`src/rtl/spi_xfer_sched.sv`:
```
// Round-robin byte-transfer scheduler in front of spi_master: latches the winning
// request's fields, frames slave select, times the transfer from sck edges, returns data_r_m.
module spi_xfer_sched #(
  parameter int NREQ      = 4,
  parameter int SETUP_CYC = 2,
  parameter int HOLD_CYC  = 2,
  parameter int GAP_CYC   = 4,
  parameter int TIMEOUT   = 1024
) (
  input  logic              clk,
  input  logic              rst,
  input  logic [NREQ-1:0]   req,
  input  logic [NREQ*8-1:0] req_tx,
  input  logic [NREQ*3-1:0] req_ss,
  input  logic [NREQ*2-1:0] req_mode,
  input  logic [NREQ*3-1:0] req_br,
  output logic [NREQ-1:0]   gnt,
  output logic [NREQ-1:0]   done,
  output logic [7:0]        rx_data,
  output logic              err,
  output logic              busy,
  output logic [7:0]        data_m,
  output logic [7:0]        spcon,
  output logic [7:0]        spibr,
  output logic [7:0]        spssn,
  input  logic [7:0]        data_r_m,
  input  logic              sck
);
  localparam int PW  = $clog2(NREQ);
  localparam int WDW = $clog2(TIMEOUT) + 1;

  typedef enum logic [2:0] {IDLE, SETUP, XFER, HOLD, GAP} state_t;

  state_t          state_q, state_d;
  logic [PW-1:0]   ptr_q, ptr_d;
  logic [3:0]      cnt_q, cnt_d;
  logic [4:0]      tog_q, tog_d;
  logic [WDW-1:0]  wd_q, wd_d;
  logic            sck_q;
  logic [NREQ-1:0] gnt_q, gnt_d, done_q, done_d;
  logic            err_q, err_d;
  logic [7:0]      rx_data_q, rx_data_d, data_m_q, data_m_d;
  logic [7:0]      spcon_q, spcon_d, spibr_q, spibr_d, spssn_q, spssn_d;

  logic            latch_ev, start_ev, finish_ev, abort_ev, toggle;
  logic            win_found;
  logic [PW-1:0]   win_idx, rot_k;
  logic [PW:0]     win_sum;
  logic [2*NREQ-1:0] req_dbl;
  logic [NREQ-1:0] req_rot;

  logic [7:0] tx_arr   [NREQ];
  logic [2:0] ss_arr   [NREQ];
  logic [1:0] mode_arr [NREQ];
  logic [2:0] br_arr   [NREQ];

  for (genvar gi = 0; gi < NREQ; gi++) begin : g_fields
    assign tx_arr[gi]   = req_tx[8*gi +: 8];
    assign ss_arr[gi]   = req_ss[3*gi +: 3];
    assign mode_arr[gi] = req_mode[2*gi +: 2];
    assign br_arr[gi]   = req_br[3*gi +: 3];
  end

  // Rotate requests so bit 0 is the requester at ptr, then take the lowest set bit.
  assign req_dbl = {req, req};
  assign req_rot = req_dbl[ptr_q +: NREQ];

  always_comb begin
    win_found = 1'b0;
    rot_k     = '0;
    for (int k = NREQ - 1; k >= 0; k--) begin
      if (req_rot[k]) begin
        win_found = 1'b1;
        rot_k     = PW'(k);
      end
    end
  end

  assign win_sum = {1'b0, ptr_q} + {1'b0, rot_k};
  assign win_idx = (win_sum >= (PW+1)'(NREQ)) ? PW'(win_sum - (PW+1)'(NREQ)) : PW'(win_sum);
  assign toggle  = (sck != sck_q);

  always_ff @(posedge clk or posedge rst) begin
    if (rst) begin
      state_q   <= IDLE;
      ptr_q     <= '0;
      cnt_q     <= '0;
      tog_q     <= '0;
      wd_q      <= '0;
      sck_q     <= 1'b0;
      gnt_q     <= '0;
      done_q    <= '0;
      err_q     <= 1'b0;
      rx_data_q <= '0;
      data_m_q  <= '0;
      spcon_q   <= '0;
      spibr_q   <= '0;
      spssn_q   <= 8'hff;
    end else begin
      state_q   <= state_d;
      ptr_q     <= ptr_d;
      cnt_q     <= cnt_d;
      tog_q     <= tog_d;
      wd_q      <= wd_d;
      sck_q     <= sck;
      gnt_q     <= gnt_d;
      done_q    <= done_d;
      err_q     <= err_d;
      rx_data_q <= rx_data_d;
      data_m_q  <= data_m_d;
      spcon_q   <= spcon_d;
      spibr_q   <= spibr_d;
      spssn_q   <= spssn_d;
    end
  end

  always_comb begin
    state_d   = state_q;
    ptr_d     = ptr_q;
    cnt_d     = cnt_q;
    tog_d     = tog_q;
    wd_d      = wd_q;
    latch_ev  = 1'b0;
    start_ev  = 1'b0;
    finish_ev = 1'b0;
    abort_ev  = 1'b0;
    case (state_q)
      IDLE: begin
        if (win_found) begin
          latch_ev = 1'b1;
          ptr_d    = (win_idx == PW'(NREQ - 1)) ? '0 : win_idx + 1'b1;
          cnt_d    = '0;
          state_d  = SETUP;
        end
      end
      SETUP: begin
        if (cnt_q == 4'(SETUP_CYC - 1)) begin
          start_ev = 1'b1;
          cnt_d    = '0;
          tog_d    = '0;
          wd_d     = '0;
          state_d  = XFER;
        end else begin
          cnt_d = cnt_q + 4'd1;
        end
      end
      XFER: begin
        wd_d = wd_q + 1'b1;
        if (toggle && tog_q != 5'd16) tog_d = tog_q + 5'd1;
        // A completing toggle wins over the watchdog in the same cycle.
        if (toggle && tog_q == 5'd15) begin
          cnt_d   = '0;
          state_d = HOLD;
        end else if (wd_q == WDW'(TIMEOUT - 1)) begin
          abort_ev = 1'b1;
          cnt_d    = '0;
          state_d  = GAP;
        end
      end
      HOLD: begin
        if (cnt_q == 4'(HOLD_CYC - 1)) begin
          finish_ev = 1'b1;
          cnt_d     = '0;
          state_d   = GAP;
        end else begin
          cnt_d = cnt_q + 4'd1;
        end
      end
      GAP: begin
        if (cnt_q == 4'(GAP_CYC - 1)) begin
          cnt_d   = '0;
          state_d = IDLE;
        end else begin
          cnt_d = cnt_q + 4'd1;
        end
      end
      default: state_d = IDLE;
    endcase
  end

  always_comb begin
    gnt_d     = gnt_q;
    done_d    = '0;
    err_d     = 1'b0;
    rx_data_d = rx_data_q;
    data_m_d  = data_m_q;
    spcon_d   = spcon_q;
    spibr_d   = spibr_q;
    spssn_d   = spssn_q;
    if (latch_ev) begin
      gnt_d    = NREQ'(1) << win_idx;
      data_m_d = tx_arr[win_idx];
      spibr_d  = {5'b0, br_arr[win_idx]};
      spcon_d  = {4'b0, mode_arr[win_idx], 2'b0};
      spssn_d  = ~(8'd1 << ss_arr[win_idx]);
    end
    if (start_ev) spcon_d[6] = 1'b1;
    if (finish_ev || abort_ev) begin
      done_d  = gnt_q;
      err_d   = abort_ev;
      gnt_d   = '0;
      spcon_d = '0;
      spssn_d = 8'hff;
      if (finish_ev) rx_data_d = data_r_m;
    end
  end

  assign gnt     = gnt_q;
  assign done    = done_q;
  assign err     = err_q;
  assign rx_data = rx_data_q;
  assign data_m  = data_m_q;
  assign spcon   = spcon_q;
  assign spibr   = spibr_q;
  assign spssn   = spssn_q;
  assign busy    = (state_q != IDLE);

endmodule
```
`config.mk`:
```
export PLATFORM = sky130hd
export DESIGN_NAME = spi_xfer_sched
export DESIGN_NICKNAME = d
export VERILOG_FILES = /design/src/rtl/spi_xfer_sched.sv
export SDC_FILE = /design/constraint.sdc
export NUM_CORES = 1
export LEC_CHECK = 0
export ABC_AREA = 1
export BUFFER_PORTS_ARGS = -buffer_cell sky130_fd_sc_hd__clkbuf_2
export CORE_ASPECT_RATIO = 1.4
export CORE_MARGIN = 4
export CORE_UTILIZATION = 35
export DETAILED_ROUTE_END_ITERATION = 8
export GPL_TIMING_DRIVEN = 0
export HOLD_SLACK_MARGIN = 0.1
export PLACE_DENSITY = 0.67
export SLEW_MARGIN = 40
export SYNTH_ARGS = -nofsm -noshare
export SYNTH_HDL_FRONTEND = slang
export SYNTH_SLANG_ARGS = --single-unit
```
`constraint.sdc`:
```
create_clock -name clk -period 6.6 [get_ports clk]
set_clock_uncertainty 0.1 [all_clocks]
set_input_delay 1.32 -clock clk [delete_from_list [all_inputs] [get_ports clk]]
set_output_delay 1.32 -clock clk [all_outputs]
set_load 0.05 [all_outputs]
```
== After elaboration in Yosys (flattened, before gate mapping) ==
Cells that the tools add are included.
Storage, ports and cells
  register bits: 70
  latch bits: 0
  bits in writable memories: 0
  memory bits (read-only): 0
  word-level logic and storage cells: 118
  memories: 0
Cells by class
  $add $sub $neg: 6
  multipliers: 0
  divide/modulo/power cells: 0
  magnitude comparators: 2
  eq/ne operators: 17
  shifts and indexed selects: 3
  multiplexer cells: 57
  bitwise gates (word level): 2
  reduce and logical (&&, ||, !) cells: 16
Operator list (number)
  8-bit 2-to-1 mux: 6
  4-bit 2-to-1 mux: 8
  3-bit 2-to-1 mux: 10
  11-bit one-hot mux with 2 select lines: 1
  8-bit binary-select mux with 2-bit select: 1
  2-bit 2-to-1 mux: 8
  4-bit one-hot mux with 4 select lines: 1
  3-bit one-hot mux with 5 select lines: 1
  1-bit 2-to-1 mux: 14
  3-bit binary-select mux with 2-bit select: 2
  11-bit by 1-bit adder with 11-bit output (second input constant): 1
  11-bit by 10-bit == test with 1-bit output (second input constant): 1
  11-bit 2-to-1 mux: 1
  5-bit 2-to-1 mux: 2
  2-bit inequality test (second input constant): 5
  5-bit one-hot mux with 2 select lines: 1
  8-bit inverter: 1
  8-bit by 3-bit variable part select with 4-bit output: 1
  1-bit by 3-bit left shift with 8-bit output (first input constant): 1
  3-bit by 2-bit == test with 1-bit output (second input constant): 2
  3-bit greater-or-equal comparator (second input constant): 2
  2-bit AND reduction: 3
  3-bit AND reduction: 2
  3-bit nonzero test: 2
  other kinds (24): 26

== Longest topological paths before layout ==
Gate-level depths: netlist (run 1).
  depth in word-level cells: 16
  mapped depth: 16
  mapped depth without buffers: 16

== Worst setup path before layout (run 1) ==
OpenSTA, ideal clock, no wires.
  path type: input -> register
  from: input port req[1]
  to: register gnt_q[0] (netlist: gnt[0])
  library setup time: 76 ps
  data arrival time: 3096 ps
  data required time: 6424 ps
  setup slack: 3328 ps
  stages on the path: 12
  buffers on the path: 2
  cells stage by stage: nand2_1 -> nand3_1 -> nand2_1 -> nand3_1 -> a21boi_0 -> ha_1 -> inv_1 -> clkbuf_1 -> clkbuf_1 -> ha_1 -> nand2_1 -> o21ai_1
On the way
  cells in the longest elaborated chain, start to end: 11
  elaborated cells on any way between the ends: 19
Ends and longest elaborated chain
  start: declaration: line 12  | input logic [NREQ-1:0] req,
  8-bit by 3-bit variable part select with 4-bit output (*): line 66  | assign req_rot = req_dbl[ptr_q +: NREQ];
  2-bit 2-to-1 mux (4 in series): line 72  | if (req_rot[k]) begin
  2-bit by 2-bit adder with 3-bit output: line 79  | assign win_sum = {1'b0, ptr_q} + {1'b0, rot_k};
  3-bit greater-or-equal comparator / 2-bit by 1-bit subtractor with 2-bit output (equally long branches): line 80  | assign win_idx = (win_sum >= (PW+1)'(NREQ)) ? PW'(win_sum - (PW+1)'(NREQ)) : PW'(win_sum);
  2-bit 2-to-1 mux: line 80
  1-bit by 2-bit left shift with 4-bit output: line 191  | gnt_d = NREQ'(1) << win_idx;
  4-bit 2-to-1 mux: line 190  | if (latch_ev) begin
  4-bit 2-to-1 mux: line 198  | if (finish_ev || abort_ev) begin
  end signal: assignment: line 106  | gnt_q <= gnt_d;
  end: declaration: line 40  | logic [NREQ-1:0] gnt_q, gnt_d, done_q, done_d;
Mark *: on every way between the ends. The rest lies on a longest branch, timed or not. The select of a mux whose other input is x is not followed.
A chain may end at the register's enable or synchronous reset.

== Worst setup path after layout (run 1) ==
  from: input port req[0]
  to: register spibr_q[1] (netlist: spibr[1])
On the way
  cells in the longest elaborated chain, start to end: 12
  elaborated cells on any way between the ends: 19
Ends and longest elaborated chain
  8-bit by 3-bit variable part select with 4-bit output (*): line 66
  2-bit 2-to-1 mux (4 in series): line 72
  2-bit by 2-bit adder with 3-bit output: line 79
  3-bit greater-or-equal comparator / 2-bit by 1-bit subtractor with 2-bit output (equally long branches): line 80
  2-bit 2-to-1 mux: line 80
  2-bit inverter with 3-bit output (implied by the code): line 193  | spibr_d = {5'b0, br_arr[win_idx]};
  3-bit binary-select mux with 2-bit select: line 193
  3-bit 2-to-1 mux (implied by the code) (2 in series): line 193
  end signal: assignment: line 112  | spibr_q <= spibr_d;
  end: declaration: line 43  | logic [7:0] spcon_q, spcon_d, spibr_q, spibr_d, spssn_q, spssn_d;
Marks and branches as above.

==> results.sh, run 1 <==
export IMPL_antenna_found_initial=0
export IMPL_ir_drop_mv=0.424
export IMPL_postPlaceCellArea_mm2=0.00452
export IMPL_worst_slew_pin_slew_ns=0.761
export IMPL_dieHeight_um=130
export IMPL_worstSetupEndpoint="spibr[1]"
export IMPL_syn_area_mm2=0.00370
export IMPL_yosysWarnings=0
export IMPL_cap_violations=0
export IMPL_internal_power_w=0.00140
export IMPL_core_region_area_mm2=0.0103
export IMPL_yosysMostFrequentCell="nand2_1"
export IMPL_min_path_cells=2
export IMPL_p_per_area_mw_per_mm2=610
export IMPL_grt_pass1_wl_mm=16.6
export IMPL_p_sw_frac=0.528
export IMPL_yosys_cell_types_count=35
export IMPL_dr_pass1_iters=5
export IMPL_setup_tns_final_ns=0
export IMPL_r2r_slack_ns=3.62
export IMPL_cts_tree="built"
export IMPL_place_port_buffers=118
export IMPL_required_ns=6.78
export IMPL_synthTopCellsByCount="nand2_1, nand3_1, dfrtp_1"
export IMPL_status="complete, no violations"
export IMPL_synth_edf_count=0
export IMPL_critical_path_class="input pin to flip-flop"
export IMPL_utilization=0.469
export IMPL_clock_root_buffer="clkbuf_16"
export IMPL_num_vias=3645
export IMPL_ioPinCount=129
export IMPL_end_kind="flip-flop"
export IMPL_rr_startpoint="ptr_q[0]"
export IMPL_synth_seq_cells=65
export IMPL_cts_resized=0
export IMPL_row_count=44
export IMPL_cp_arrival_ns=3.70
export IMPL_diodes=0
export IMPL_fmax_mhz=284
export IMPL_layout_nets=724
export IMPL_p_seq_frac=0.212
export IMPL_fillerInstances=1106
export IMPL_hp_class="flip-flop to flip-flop"
export IMPL_p_switching_w=0.00156
export IMPL_dieWidth_um=94.9
export IMPL_min_period_over_period=0.534
export IMPL_r2r_cells=14
export IMPL_gp_congestion=0.845
export IMPL_yosysTopAreaCellShare=0.385
export IMPL_grt_overflow_total=0
export IMPL_wire_per_inst_um=12.8
export IMPL_htreeDepth=3
export IMPL_dpl_hpwl_mm=8.01
export IMPL_power_leakage_nw=2.58
export IMPL_cts_buffers=9
export IMPL_cts_hold_buf=0
export IMPL_finalWirelength_mm=9.96
export IMPL_synth_top_area_cell="dfrtp_1"
export IMPL_avgSynthCellArea_um2=7.48
export IMPL_r2r_end="spibr[1]"
export IMPL_crit_start="req[0]"
export IMPL_first_global_vias=3703
export IMPL_max_slew_margin=0.491
export IMPL_async_reset_ff_frac=1.00
export IMPL_grt_max_degree=38
export IMPL_drc_errors=0
export IMPL_post_cts_buffers=0
export IMPL_grt_usage=0.172
export IMPL_clkPwrFrac=0.176
export IMPL_antenna_left=0
export IMPL_start_kind="input pin"
export IMPL_combinationalPowerShare=0.612
export IMPL_clk_latency_ns=0.33
export IMPL_clkTransAtPathRegs_ns=0.06
export IMPL_final_cell_area_mm2=0.00485
export IMPL_vias_per_cell=4.69
export IMPL_layout_drive_gt1_share=0.283
export IMPL_fin_crit_ns=3.53
export IMPL_syn_inst=495
export IMPL_cts_sinks=65
export IMPL_drv_slew=0
export IMPL_first_iter_violations=108
export IMPL_start_util=0.358
export IMPL_setup_viol=0
export IMPL_ys_seq_area_frac=0.442
export IMPL_path_max_fanout=11
export IMPL_synthTopCellsByArea="dfrtp_1, nand2_1, nand3_1"
export IMPL_rsz0062_at_grt="no"
export IMPL_hold_viol=0
export IMPL_area_growth_pct=31.0
export IMPL_cts_buffer_depth=2
export IMPL_die_area_mm2=0.0123
export IMPL_synthFlopType="dfrtp_1"
-- how the worst min path moves through the flow --
stage | startpoint | to | slack [ns]
floorplan | wd_q[8] | wd_q[8] | 0.34
global placement | wd_q[8] | wd_q[8] | 0.35
detailed placement | rx_data[4] | rx_data[4] | 0.36
CTS | wd_q[9] | wd_q[9] | 0.37
global route | wd_q[9] | wd_q[9] | 0.40
finish | rx_data[4] | rx_data[4] | 0.37
-- sequential cells by signal, indices dropped and copies added (netlist names), 2 cells and up --
name     flops
wd_q        11
data_m       8
rx_data      8
spssn        8
tog_q        5
cnt_q        4
done         4
gnt          4
spcon        3
spibr        3
state_q      3
ptr_q        2
-- layout make-up --
class | instances | area [um2] | share of cell area
multi-input cells | 367 | 1770 | 0.365
flip-flops and latches | 65 | 1640 | 0.337
repair buffers | 119 | 611 | 0.126
clock buffers | 10 | 239 | 0.0493
inverters | 48 | 183 | 0.0377
well taps | 138 | 173 | 0.0356
plain buffers | 24 | 149 | 0.0307
clock inverters | 6 | 90.1 | 0.0186
-- cell families (layout without fill, tap and decap cells) --
logic type | count (synthesis) | in the layout | synth area share
XOR/XNOR | 4 | 4 | 0.00946
adder cells (fa/ha/maj) | 11 | 11 | 0.0372
other | 1 | 10 | 0.00101
buffers and inverters | 72 | 207 | 0.0889
flip-flops | 65 | 65 | 0.442
multiplexers | 2 | 2 | 0.00541
AO/OA/AOI/OAI | 53 | 53 | 0.0801
AND/OR/NAND/NOR | 287 | 287 | 0.336
-- critical path, cell delays in order --
cell and delay, ns:
clkbuf_2 0.09, nand2_1 0.08, nand3_1 0.08, nand2_1 0.11, nand3_1 0.08, a21boi_0 0.17
ha_1 0.37, inv_1 0.21, clkbuf_1 0.33, clkbuf_1 0.46, nand2_1 0.10, nand3_1 0.14
nand3_1 0.08, nand2_1 0.06
-- power groups by stage --
stage                     logic [W]  clock network (W)  registers [W]
after floorplan             0.00108                  0       0.000921
after detailed placement    0.00182                  0       0.000631
after global routing        0.00203           0.000551       0.000643
after global placement      0.00178                  0       0.000628
after CTS                   0.00183           0.000529       0.000627
final                       0.00181           0.000521       0.000626
-- cell usage in the layout (no fill, tap or decap), types with 3 or more instances in the layout --
cell and count:
nand2_2 7, o21ai_0 21, dfstp_2 8, clkbuf_16 9, nand3_1 69, buf_4 12
inv_1 42, nor3_1 7, inv_2 4, clkbuf_1 6, dfrtp_1 57, buf_2 5
o22ai_1 6, or2_2 3, nor2_1 47, xor2_1 4, o21ai_1 5, conb_1 10
ha_1 11, nand2_1 146, clkbuf_2 118, a21oi_1 14
-- stage by stage --
stage | cells | hold WS [ns] | power (W) | setup WS, ns
6_report | 777 | 0.365 | 0.00296 | 3.07
5_1_grt | 777 | 0.403 | 0.00322 | 2.81
4_1_cts | 777 | 0.370 | 0.00299 | 3.06
3_5_place_dp | 761 | 0.359 | 0.00246 | 2.71
3_3_place_gp | 760 | 0.353 | 0.00241 | 2.79
2_1_floorplan | 504 | 0.340 | 0.00201 | 3.33
-- per-layer routing --
layer,global-route usage,vias up,wire (um)
met3,0.0415,22,674
met5,0,-,0
met1,0.192,1638,3940
li1,-,1853,-
met4,0.0884,0,301
met2,0.300,132,5050
Note: power is estimated with default switching activity, not from simulation.
==> run 2: changes to the inputs <==
Settings changed: ABC_AREA 1 to 0, PLACE_DENSITY 0.67 to 0.66.
Clock period 6.6 ns to 3.5 ns, I/O delays scaled along.
==> run 2 against run 1 <==
Net effect:
- cell area grew 8.3%
- total power grew 85%
- clock power rose by 92%
- wire length grew 18%
- flip-flop and latch count stayed put
- hold slack worse by 0.11 ns
- final cell count is 6.8% lower
- synthesized cell count down 12%
- sequential share of layout area fell by 2.6 points
- critical path type is now flip-flop to flip-flop
- largest power group unchanged
==> results.sh, run 2 <==
export IMPL_clk_latency_ns=0.33
export IMPL_path_max_fanout=10
export IMPL_rsz0062_at_grt="no"
export IMPL_hp_class="input pin to async pin"
export IMPL_grt_pass1_wl_mm=19.1
export IMPL_critical_path_class="flip-flop to flip-flop"
export IMPL_start_util=0.359
export IMPL_cts_buffer_depth=2
export IMPL_largest_register="wd_q"
export IMPL_gp_congestion=0.930
export IMPL_num_vias=3887
export IMPL_synth_top_area_cell="dfrtp_1"
export IMPL_p_seq_frac=0.227
export IMPL_yosysWarnings=0
export IMPL_dpl_hpwl_mm=9.21
export IMPL_ys_seq_area_frac=0.402
export IMPL_dieHeight_um=136
export IMPL_clkPwrFrac=0.184
export IMPL_avgSynthCellArea_um2=9.31
export IMPL_async_reset_ff_frac=1.00
export IMPL_power_leakage_nw=2.43
export IMPL_internal_power_w=0.00271
export IMPL_fin_crit_ns=3.23
export IMPL_register_area_mm2=0.00164
export IMPL_clock_root_buffer="clkbuf_16"
export IMPL_dieWidth_um=99.1
export IMPL_yosys_cell_types_count=65
export IMPL_dr_pass1_iters=4
export IMPL_end_kind="flip-flop"
export IMPL_cts_hold_buf=0
export IMPL_final_common_cell="clkbuf_2"
export IMPL_post_cts_buffers=0
export IMPL_yosysMostFrequentCell="dfrtp_1"
export IMPL_hold_viol=0
export IMPL_min_period_over_period=0.922
export IMPL_first_iter_violations=139
export IMPL_setup_viol=0
export IMPL_synth_edf_count=0
export IMPL_multi_input_area_mm2=0.00222
export IMPL_utilization=0.463
export IMPL_synth_seq_cells=65
export IMPL_cts_tree="built"
export IMPL_p_sw_frac=0.505
export IMPL_ir_drop_mv=0.416
export IMPL_layout_nets=665
export IMPL_place_port_buffers=117
export IMPL_worst_slew_pin_slew_ns=0.635
export IMPL_worst_hold_slack_ns=0.252
export IMPL_fmax_mhz=310
export IMPL_vias_per_cell=5.37
export IMPL_core_region_area_mm2=0.0113
export IMPL_die_area_mm2=0.0134
export IMPL_first_global_vias=3916
export IMPL_synthTopCellsByCount="dfrtp_1, nand2_1, nand3_1, o21ai_0, nor2b_1"
export IMPL_clkTransAtPathRegs_ns=0.06
export IMPL_ioPinCount=129
export IMPL_p_switching_w=0.00277
export IMPL_wire_per_inst_um=16.2
export IMPL_final_cell_mix="clkbuf_2, dfrtp_1, nand2_1, o21ai_0, nand3_1"
export IMPL_syn_area_mm2=0.00407
export IMPL_htreeDepth=3
export IMPL_grt_overflow_total=0
export IMPL_fillerInstances=1089
export IMPL_p_per_area_mw_per_mm2=1040
export IMPL_finalWirelength_mm=11.7
export IMPL_drv_slew=0
export IMPL_cap_violations=0
export IMPL_area_growth_pct=29.1
export IMPL_required_ns=3.61
export IMPL_max_slew_margin=0.573
export IMPL_grt_max_degree=40
export IMPL_setup_tns_final_ns=0
export IMPL_synthTopCellsByArea="dfrtp_1, dfstp_2, nand2_1"
export IMPL_largest_reg_flops=11
export IMPL_cts_buffers=9
export IMPL_syn_inst=437
export IMPL_antenna_found_initial=0
export IMPL_yosysTopAreaCellShare=0.351
export IMPL_cp_arrival_ns=3.33
export IMPL_start_kind="flip-flop"
export IMPL_grt_usage=0.177
export IMPL_antenna_left=0
export IMPL_drc_errors=0
export IMPL_cts_sinks=65
export IMPL_synthFlopType="dfrtp_1"
export IMPL_combinationalPowerShare=0.589
export IMPL_row_count=46
export IMPL_layout_drive_gt1_share=0.343
export IMPL_diodes=0
export IMPL_status="complete, no violations"
==> run 2: logic make-up (layout without fill, tap and decap cells) <==
group	count (synthesis)	in the layout	synth area share
AOI/OAI and AO/OA	119	119	0.227
xor gates and xnor gates	6	6	0.0129
adders and majority gates	11	11	0.0338
buffers and inverters	53	187	0.0664
DFF	65	65	0.402
muxes	16	16	0.0421
other	1	10	0.000922
and+or+nand+nor	166	166	0.215
==> run 2: area by class of cell <==
class	instances	area share
Clock buffer	11	0.0481
Sequential cell	65	0.312
Inverter	19	0.0141
Clock inverter	5	0.0164
Multi-Input combinational cell	328	0.422
Tap cell	144	0.0343
Timing Repair Buffer	118	0.115
Buffer	34	0.0384
==> run 2: path summary, 6_finish.rpt <==
| check | startpoint | end | slack [ns] | depth (start not counted) |
|---|---|---|---|---|
| setup reg to reg | ptr_q[0] | spssn[2] | 0.27 | 11 |
| max in group asynchronous | rst | spssn[5] | 2.46 | 3 |
| hold / removal | rst | spibr[0] | 0.25 | 2 |
| hold reg to reg | data_m[6] | data_m[6] | 0.38 | 2 |
| setup / recovery | ptr_q[0] | spssn[2] | 0.27 | 11 |
| min in group clk | data_m[6] | data_m[6] | 0.38 | 2 |
==> run 2: stage by stage <==
| stage | area (um2) | worst slack (ns) | power, W | std cells |
|---|---|---|---|---|
| 6_report | 5250 | 0.274 | 0.00548 | 724 |
| 5_1_grt | 5250 | 0.0350 | 0.00586 | 724 |
| 2_1_floorplan | 4100 | 0.468 | 0.00362 | 446 |
| 3_3_place_gp | 4870 | -0.0815 | 0.00440 | 707 |
| 3_5_place_dp | 4890 | -0.143 | 0.00447 | 708 |
| 4_1_cts | 5230 | 0.113 | 0.00550 | 724 |
==> run 2: critical path, cell delays in order, from the launching register on <==
cell and delay (ns):
dfrtp_1 0.38, buf_4 0.18, nand2b_1 0.11, o22ai_1 0.07, o21ai_0 0.17, o221ai_1 0.17
ha_1 0.36, clkbuf_1 0.30, clkbuf_2 0.33, clkbuf_1 0.41, o21ai_0 0.22, a222oi_1 0.31
==> run 2: metal layers <==
metal	global-route usage	routed length [um]	vias up
met5	0	0	-
met4	0.0790	294	0
met3	0.0371	719	25
met2	0.321	6160	133
met1	0.196	4570	1861
li1	-	-	1868
==> run 2: power by group through the flow <==
stage               registers [W]  logic (W)  clock network (W)
floorplan                 0.00186    0.00176                  0
global placement          0.00124    0.00316                  0
detailed placement        0.00125    0.00322                  0
CTS                       0.00124    0.00323            0.00103
global route              0.00127    0.00352            0.00107
finish                    0.00124    0.00323            0.00100
==> run 2: repair_timing <==
item	in CTS	in global routing
hold endpoints to repair	0	0
gates resized for setup	0	5
endpoints found under the setup margin	0	13
